[config.mk]
export PLATFORM = sky130hd
export DESIGN_NAME = dram_cmd_scheduler
export DESIGN_NICKNAME = d
export VERILOG_FILES = /design/src/rtl/dram_cmd_scheduler.sv
export SDC_FILE = /design/constraint.sdc
export NUM_CORES = 1
export LEC_CHECK = 0
export CAP_MARGIN = 5
export CORE_MARGIN = 2
export CORE_UTILIZATION = 52
export DETAILED_ROUTE_END_ITERATION = 8
export HOLD_SLACK_MARGIN = 0.06
export PLACE_DENSITY_LB_ADDON = 0.25
export SLEW_MARGIN = 20
export SYNTH_ARGS = -nofsm -noshare
export SYNTH_HDL_FRONTEND = slang
export SYNTH_SLANG_ARGS = --single-unit
export TNS_END_PERCENT = 100
[constraint.sdc]
create_clock -name clk -period 2.4 [get_ports clk]
set_clock_uncertainty 0.2 [all_clocks]
set_input_delay 0.48 -clock clk [delete_from_list [all_inputs] [get_ports clk]]
set_output_delay 0.48 -clock clk [all_outputs]
set_load 0.02 [all_outputs]
[src/rtl/dram_cmd_scheduler.sv]
// Open-page DRAM command sequencer: one request at a time, PRE/ACT only on a row miss,
// tRP/tRCD/tCL spacing between commands, plus a precharge-all flush.
module dram_cmd_scheduler #(
  parameter int ADDR_WIDTH   = 13,
  parameter int NUM_OF_BANKS = 8,
  parameter int NUM_OF_ROWS  = 128,
  parameter int NUM_OF_COLS  = 8,
  parameter int T_RP         = 3,
  parameter int T_RCD        = 3,
  parameter int T_CL         = 2
) (
  input  logic                            clk,
  input  logic                            rst_n,
  input  logic                            req_valid,
  output logic                            req_ready,
  input  logic                            req_write,
  input  logic [$clog2(NUM_OF_BANKS)-1:0] req_bank_id,
  input  logic [$clog2(NUM_OF_ROWS)-1:0]  req_row_id,
  input  logic [$clog2(NUM_OF_COLS)-1:0]  req_col_id,
  input  logic                            flush_req,
  output logic                            cmd_valid,
  output logic [1:0]                      cmd_type,
  output logic [$clog2(NUM_OF_BANKS)-1:0] cmd_bank_id,
  output logic [$clog2(NUM_OF_ROWS)-1:0]  cmd_row_id,
  output logic [$clog2(NUM_OF_COLS)-1:0]  cmd_col_id,
  output logic                            done,
  output logic                            row_hit,
  output logic                            flush_done
);
  localparam int BW    = $clog2(NUM_OF_BANKS);
  localparam int RW    = $clog2(NUM_OF_ROWS);
  localparam int CLW   = $clog2(NUM_OF_COLS);
  localparam int T_MAX = (T_RP > T_RCD) ? ((T_RP > T_CL) ? T_RP : T_CL)
                                        : ((T_RCD > T_CL) ? T_RCD : T_CL);
  localparam int CW    = $clog2(T_MAX + 1);

  localparam logic [CW-1:0] RP_LD   = CW'(T_RP - 1);
  localparam logic [CW-1:0] RCD_LD  = CW'(T_RCD - 1);
  localparam logic [CW-1:0] CL_LD   = CW'(T_CL - 1);
  localparam logic [CW-1:0] CNT_ONE = CW'(1);

  localparam logic [1:0] CMD_ACT = 2'd0;
  localparam logic [1:0] CMD_RD  = 2'd1;
  localparam logic [1:0] CMD_WR  = 2'd2;
  localparam logic [1:0] CMD_PRE = 2'd3;

  if (ADDR_WIDTH != BW + RW + CLW) begin : g_bad_addr_width
    $error("ADDR_WIDTH must equal log2(banks*rows*cols)");
  end

  typedef enum logic [3:0] {
    IDLE, PRE, PRE_WAIT, ACT, ACT_WAIT, ACCESS, CAS_WAIT, FLUSH, FLUSH_WAIT
  } state_t;

  state_t                  state;
  logic [CW-1:0]           cnt;
  logic                    lat_write;
  logic                    lat_hit;
  logic [BW-1:0]           lat_bank;
  logic [RW-1:0]           lat_row;
  logic [CLW-1:0]          lat_col;
  logic [NUM_OF_BANKS-1:0] open_valid;
  logic [RW-1:0]           open_row [NUM_OF_BANKS];

  logic                    req_hit;
  logic                    act_issue;
  logic [BW-1:0]           flush_bank;
  logic                    flush_any;
  logic                    flush_more;
  logic [NUM_OF_BANKS-1:0] flush_rest;

  assign req_hit   = open_valid[req_bank_id] && (open_row[req_bank_id] == req_row_id);
  assign act_issue = (state == ACT) || ((state == PRE_WAIT) && (cnt == '0));

  // Lowest-index open bank is the next one a flush precharges.
  always_comb begin
    flush_bank = '0;
    flush_any  = 1'b0;
    for (int b = NUM_OF_BANKS - 1; b >= 0; b--) begin
      if (open_valid[b]) begin
        flush_bank = BW'(b);
        flush_any  = 1'b1;
      end
    end
    flush_rest             = open_valid;
    flush_rest[flush_bank] = 1'b0;
    flush_more             = |flush_rest;
  end

  // Row tags carry no reset; open_valid alone says whether a tag means anything.
  always_ff @(posedge clk) begin
    if (act_issue) open_row[lat_bank] <= lat_row;
  end

  // Handshake: a request is taken on a rising edge where req_valid and req_ready are both 1
  // and flush_req is 0; flush_req seen in IDLE wins and the request stays pending.
  always_ff @(posedge clk or negedge rst_n) begin
    if (!rst_n) begin
      state       <= IDLE;
      cnt         <= '0;
      lat_write   <= 1'b0;
      lat_hit     <= 1'b0;
      lat_bank    <= '0;
      lat_row     <= '0;
      lat_col     <= '0;
      open_valid  <= '0;
      req_ready   <= 1'b1;
      cmd_valid   <= 1'b0;
      cmd_type    <= '0;
      cmd_bank_id <= '0;
      cmd_row_id  <= '0;
      cmd_col_id  <= '0;
      done        <= 1'b0;
      row_hit     <= 1'b0;
      flush_done  <= 1'b0;
    end else begin
      cmd_valid  <= 1'b0;
      done       <= 1'b0;
      row_hit    <= 1'b0;
      flush_done <= 1'b0;
      req_ready  <= 1'b0;
      case (state)
        IDLE: begin
          if (flush_req) begin
            state <= FLUSH;
          end else if (req_valid && req_ready) begin
            lat_write <= req_write;
            lat_bank  <= req_bank_id;
            lat_row   <= req_row_id;
            lat_col   <= req_col_id;
            lat_hit   <= req_hit;
            if (req_hit)                       state <= ACCESS;
            else if (open_valid[req_bank_id])  state <= PRE;
            else                               state <= ACT;
          end else begin
            req_ready <= 1'b1;
          end
        end
        PRE: begin
          cmd_valid            <= 1'b1;
          cmd_type             <= CMD_PRE;
          cmd_bank_id          <= lat_bank;
          cmd_row_id           <= lat_row;
          cmd_col_id           <= lat_col;
          open_valid[lat_bank] <= 1'b0;
          cnt                  <= RP_LD;
          state                <= PRE_WAIT;
        end
        PRE_WAIT, ACT: begin
          // act_issue covers both the direct ACT and the end of the precharge wait.
          if (act_issue) begin
            cmd_valid            <= 1'b1;
            cmd_type             <= CMD_ACT;
            cmd_bank_id          <= lat_bank;
            cmd_row_id           <= lat_row;
            cmd_col_id           <= lat_col;
            open_valid[lat_bank] <= 1'b1;
            cnt                  <= RCD_LD;
            state                <= ACT_WAIT;
          end else begin
            cnt <= cnt - CNT_ONE;
          end
        end
        ACT_WAIT, ACCESS: begin
          if (state == ACCESS || cnt == '0) begin
            cmd_valid   <= 1'b1;
            cmd_type    <= lat_write ? CMD_WR : CMD_RD;
            cmd_bank_id <= lat_bank;
            cmd_row_id  <= lat_row;
            cmd_col_id  <= lat_col;
            cnt         <= CL_LD;
            state       <= CAS_WAIT;
          end else begin
            cnt <= cnt - CNT_ONE;
          end
        end
        CAS_WAIT: begin
          if (cnt == '0) begin
            done    <= 1'b1;
            row_hit <= lat_hit;
            state   <= IDLE;
          end else begin
            cnt <= cnt - CNT_ONE;
          end
        end
        FLUSH: begin
          if (!flush_any) begin
            flush_done <= 1'b1;
            state      <= IDLE;
          end else begin
            cmd_valid              <= 1'b1;
            cmd_type               <= CMD_PRE;
            cmd_bank_id            <= flush_bank;
            cmd_row_id             <= '0;
            cmd_col_id             <= '0;
            open_valid[flush_bank] <= 1'b0;
            if (!flush_more) begin
              cnt   <= RP_LD;
              state <= FLUSH_WAIT;
            end
          end
        end
        FLUSH_WAIT: begin
          if (cnt == '0) begin
            flush_done <= 1'b1;
            state      <= IDLE;
          end else begin
            cnt <= cnt - CNT_ONE;
          end
        end
        default: state <= IDLE;
      endcase
    end
  end
endmodule
; ---- Word-level counts from Yosys, hierarchy flattened
; Memory sizes are Yosys's and may differ from the RTL's.
; Cells that the tools add are included.
[totals]
regBits = 49
n_memories = 1
input_bits = 18
ramBits = 56
elab_cells = 140
out_inout_bits = 20
[classes]
n_eq_ne = 17
n_bitwise = 6
muxes = 72
n_lt_le_gt_ge = 5
reduce_logical = 21
addsub = 1
[mem_list]
columns = memory, depth, width, rd, rd_clocked_by_memory_dff, write_ports, line
row1 = open_row, 8, 7, 1, 0, 1, 63  ; logic [RW-1:0] open_row [NUM_OF_BANKS];
[op_table]
columns = operator, count
row1 = two-way mux 3 bit, 15
row2 = two-way mux 4 bit, 7
row3 = one-hot mux 7 bit (4 select lines), 1
row4 = one-hot mux 3 bit (4 select lines), 2
row5 = one-hot mux 4 bit (6 select lines), 1
row6 = one-hot mux 8 bit (3 select lines), 1
row7 = two-way mux 1 bit, 23
row8 = two-way mux 7 bit, 3
row9 = two-way mux 2 bit, 10
row10 = AND 8 bit, 2
row11 = equality test 4 x 3 -> 1 bit (second input constant), 4
row12 = two-way mux 8 bit, 2
row13 = NOT 8 bit, 2
row14 = less-than comparator 3 x 4 -> 1 bit (second input constant), 3
row15 = != test 2 bit (second input constant), 5
row16 = one-hot mux 2 bit (5 select lines), 1
row17 = equality test 4 x 2 -> 1 bit (second input constant), 2
row18 = bitwise OR 8 bit, 1
row19 = one-hot mux 2 bit (4 select lines), 1
row20 = AND reduction 4 bit, 2
row21 = OR reduction 8 bit, 1
row22 = equality test 7 bit, 1
row23 = demux 1 bit (select 3 bit), 2
row24 = greater-or-equal comparator 3 x 1 -> 1 bit (second input constant), 2
row25 = other kinds (19), 28

; ---- Logic depth before layout (Yosys ltp)
[logic_depth]
depth_word = 18
mapped_depth = 9
depth_no_buf = 8

; ---- Worst setup path after synthesis
; OpenSTA, ideal clock, no wires.
[synth_path]
path_type = register -> register
from = reg state[3]
to = mem open_row[4][0] (netlist name), enable pin
arrival_ns = 1.772
setup_slack_ns = 0.048
path_stages_with_launch = 6
setup_ns = 0.380
path_cell_list = dfrtp_1 buf_1 nor2_1 nand2_1 or2_2 nor3_1
[synth_via]
elab_chain_len = 5
elab_cells_between_ends = 6
classes_between = eq/ne (2) / mux (2) / reduce/logical (2)
[synth_rtl]
columns = item, line
row1 = start: declaration, 55  ; state_t state;
row2 = start signal: assignment, 99  ; state <= IDLE;
row3 = start signal: assignment, 125  ; state <= FLUSH;
row4 = start signal: assignment, 132  ; if (req_hit) state <= ACCESS;
row5 = equality test 4 x 2 -> 1 bit, 73  ; assign act_issue = (state == ACT) || ((state == PRE_WAIT) && (cnt == '0));
row6 = logical AND 1 bit, 73
row7 = logical OR 1 bit *, 73
row8 = two-way mux 1 bit *, 92  ; if (act_issue) open_row[lat_bank] <= lat_row;
row9 = two-way mux 1 bit (implied by the code) *, 92
row10 = end: declaration, 63
; Every way passes the cells marked *; elsewhere a longest branch is shown, timed or not.

; ---- Final worst setup path
[layout_path]
from = in req_bank_id[2]
to = reg state[2]
[layout_via]
elab_chain_len = 7
elab_cells_between_ends = 9
classes_between = eq/ne (1) / mux (6) / reduce/logical (1) / memory (1)
[layout_rtl]
columns = item, line
row1 = start: declaration, 17  ; input logic [$clog2(NUM_OF_BANKS)-1:0] req_bank_id,
row2 = memory read (8 x 7 bit) / binary-select mux 1 bit (select 3 bit) (equally long branches), --
row3 = equality test 7 bit / two-way mux 1 bit (equally long branches), 72  ; assign req_hit = open_valid[req_bank_id] && (open_row[req_bank_id] == req_row_id);
row4 = logical AND 1 bit *, 72
row5 = two-way mux 3 bit *, 132
row6 = two-way mux 4 bit *, 126  ; end else if (req_valid && req_ready) begin
row7 = two-way mux 4 bit *, 124  ; if (flush_req) begin
row8 = one-hot mux 4 bit (6 select lines) *, 122  ; case (state)
row9 = end signal: assignment, 125
row10 = end signal: assignment, 132
row11 = end signal: assignment, 133  ; else if (open_valid[req_bank_id]) state <= PRE;
; Every way passes the cells marked *; elsewhere a longest branch is shown, timed or not. The select of a mux whose other input is x is not followed.
; A chain may end at the register's enable or synchronous reset.

==> metrics.cfg <==
[timing]
setup_tns_ns = 0
tightest_slew_ns = 0.510
grt_setup_unrepaired = false
slew-limit-headroom_pct = 65.9
hold_viol = 0
max_freq_mhz = 428
post-route-period-util_pct = 97.4
finalSetupViolCount = 0
post-route-min-period_ns = 2.34
maxSlewViolCount = 0
hold_slack_ns = 0.307

[clocking]
clk_pin_slew_ns = 0.11
h-tree-depth = 3
clock-sinks = 105
clkLatencyLatePin_ns = 0.38
clockRootBuffer = clkbuf_8
cts_made_buffers = 9
cts_tree = done
cts_buffer_depth = 2

[global_routing]
antenna_found_initial = 0
use_met2_pct = 37.2
grt_usage_pct = 22.8
grt_pass1_wl_um = 17200
met3_usage_pct = 2.99
grt.overflow.total = 0
grt_max_degree = 34
top_usage_layer = met2
met1_usage_pct = 32.1
first_global_vias = 3304

[detailed_routing]
wl_um = 11100
drcViolationCount = 0
vias = 3335
wl_per_cell_um = 19.6
drtIter0Drc = 285
drt-pass1-iter-count = 4
routed_via_density = 5.88
ant_nets = 0

[die]
die-width_um = 100
row_count = 35
start_util_pct = 52.8
die_h_um = 100
core_area_sq_um = 9110
io_pins = 38
die_area_sq_um = 10000

[yosys]
ys_ff_latch = 105
avgSynthCellArea_sq_um = 12.8
synth-edff-count = 56
ys.flop_type = edfxtp_1
yosysUniqueCellTypes = 55
ys_seq_area_share_pct = 60.4
yosysWarnings = 0
synth_area_sq_um = 4810
syn_inst = 377
async_flop_share_pct = 46.7
syn_nets = 396

[setup_path]
arrival_ns = 2.42
critPathLaunchType = primary input
critPathSlowestCell = clkdlybuf4s50_1
path_class = primary input to flop
r2r_cells = 9
cp_max_fo = 9
worstSetupEndpointType = flop
critPathRequiredTime_ns = 2.48
r2r_slack_ns = 0.07
crit_start = req_bank_id[2]
r2r-end = open_valid[5]$_DFFE_PN0P_
cp-endpoint = state[2]$_DFFE_PN0P_
slowest_delay_ns = 0.47
path_cells = clkdlybuf4s50_1 -> buf_6 -> mux4_2 -> mux2i_4 -> xnor2_2 -> nor4_2 -> nand4_1 -> a22oi_1
r2r_start = open_valid[0]$_DFFE_PN0P_

[placement]
place_congestion = 0.879
port-buffer-count = 37
dpl_cell_area_sq_um = 5560
place_hpwl_um = 7630

[worst_hold_path]
hp-class = flop to flop

[cells_and_area]
most-common-layout-cells = edfxtp_1, dfrtp_1, buf_4
area_growth_syn_to_layout_pct = 23.4
drive_above_1_share_pct = 23.9
diodes = 0
nets = 470
final_area_sq_um = 5940
final_common_cell = edfxtp_1
utilization_pct = 65.2

[power]
power_leakage_nw = 2.35
ir_drop_uv = 958
power_density_nw_per_um2 = 1070
total_power_mw = 6.37

[run]
cap_violations = 0

[status]
outcome = completed

-- routing by layer --
metal | vias to the layer above | wire, um
met3 | 12 | 549
met2 | 104 | 5440
met4 | 0 | 127
met5 | - | 0
met1 | 1674 | 5010
li1 | 1545 | -
-- report_power, final --
part | total [mW] | internal, mW | switching, mW
Clock | 1.13 | 0.431 | 0.703
Sequential | 2.63 | 2.32 | 0.314
Combinational | 2.61 | 1.21 | 1.40
Total | 6.37 | 3.95 | 2.42
-- per-stage QoR --
| step | cells | setup WS, ns |
|---|---|---|
| 6_report | 567 | 0.0629 |
| 5_1_grt | 567 | 0.00224 |
| 3_3_place_gp | 546 | -0.514 |
| 3_5_place_dp | 546 | -0.578 |
| 2_1_floorplan | 377 | 0.0482 |
| 4_1_cts | 563 | 0.0155 |
-- registers in the layout (all words and copies together), names as in the netlist --
register	cells
open_row	56
open_valid	8
cmd_row_id	7
lat_row	7
state	4
cmd_bank_id	3
cmd_col_id	3
lat_bank	3
lat_col	3
cmd_type	2
cnt	2
cmd_valid	1
done	1
flush_done	1
lat_hit	1
lat_write	1
req_ready	1
row_hit	1
-- logic make-up (layout without fill, tap and decap cells) --
| group | after synthesis | after routing | share of synthesized area (%) |
|---|---|---|---|
| buffers and inverters | 44 | 123 | 4.18 |
| AO/OA/AOI/OAI | 76 | 76 | 10.1 |
| adder cells (fa/ha/maj) | 1 | 1 | 0.260 |
| flip-flops | 105 | 105 | 60.4 |
| multiplexers | 46 | 46 | 12.8 |
| AND/OR/NAND/NOR | 99 | 99 | 11.2 |
| XOR/XNOR | 6 | 6 | 1.09 |
-- layout make-up --
cell class                 instances  area [sq um]
clock inverter                     7          88.8
multi-input combinational        228          1790
inverter                          21          78.8
sequential                       105          2910
tap                              111           139
timing repair buffer              86           808
clock buffer                       9           124
fill                             708          3170
-- how the worst min path moves through the flow --
stage,slack [ns],cells past startpoint,end,start
floorplan,-0.02,0,cmd_bank_id[0]$_DFFE_PN0P_,rst_n
global placement,0.24,1,cnt[1]$_DFFE_PN0P_,rst_n
detailed placement,0.24,1,cnt[0]$_DFFE_PN0P_,rst_n
CTS,0.31,1,cnt[0]$_DFFE_PN0P_,cnt[0]$_DFFE_PN0P_
global route,0.33,1,lat_col[0]$_DFFE_PN0P_,lat_col[0]$_DFFE_PN0P_
finish,0.31,1,lat_col[2]$_DFFE_PN0P_,lat_col[2]$_DFFE_PN0P_
-- timing repair --
item,CTS,global route
pin swaps,4,4
buffers inserted,0,3
hold buffers,1,0
endpoints found under the setup margin,7,22
gates cloned,0,1
endpoints found under the hold margin,16,0
gates resized for setup,5,17
-- worst max-delay path, delay by kind of cell --
kind	cells	cell delay [ns]
and+or+nand+nor	2	0.51
muxes	2	0.53
xor gates and xnor gates	1	0.09
buffers and inverters	2	0.61
AOI/OAI and AO/OA	1	0.18
-- cells in the mapped netlist, types with 4 or more instances --
cell	n	area, sq um
edfxtp_1	56	1680
dfrtp_1	48	1200
nor2_1	24	90.1
inv_1	21	78.8
nand2_1	21	78.8
o21ai_1	18	90.1
mux2_2	14	158
a21oi_1	13	65.1
mux2i_1	13	130
nand3_1	13	65.1
clkbuf_1	12	45.0
mux4_2	10	225
nor3_1	10	50.1
mux2_1	9	101
o22ai_1	8	50.1
nand2b_1	7	43.8
a31oi_1	6	37.5
o21ai_0	6	30.0
xnor2_1	6	52.6
buf_2	5	25.0
nor4_1	5	31.3
a211oi_1	4	30.0
Power figures use the tool's default switching activity.
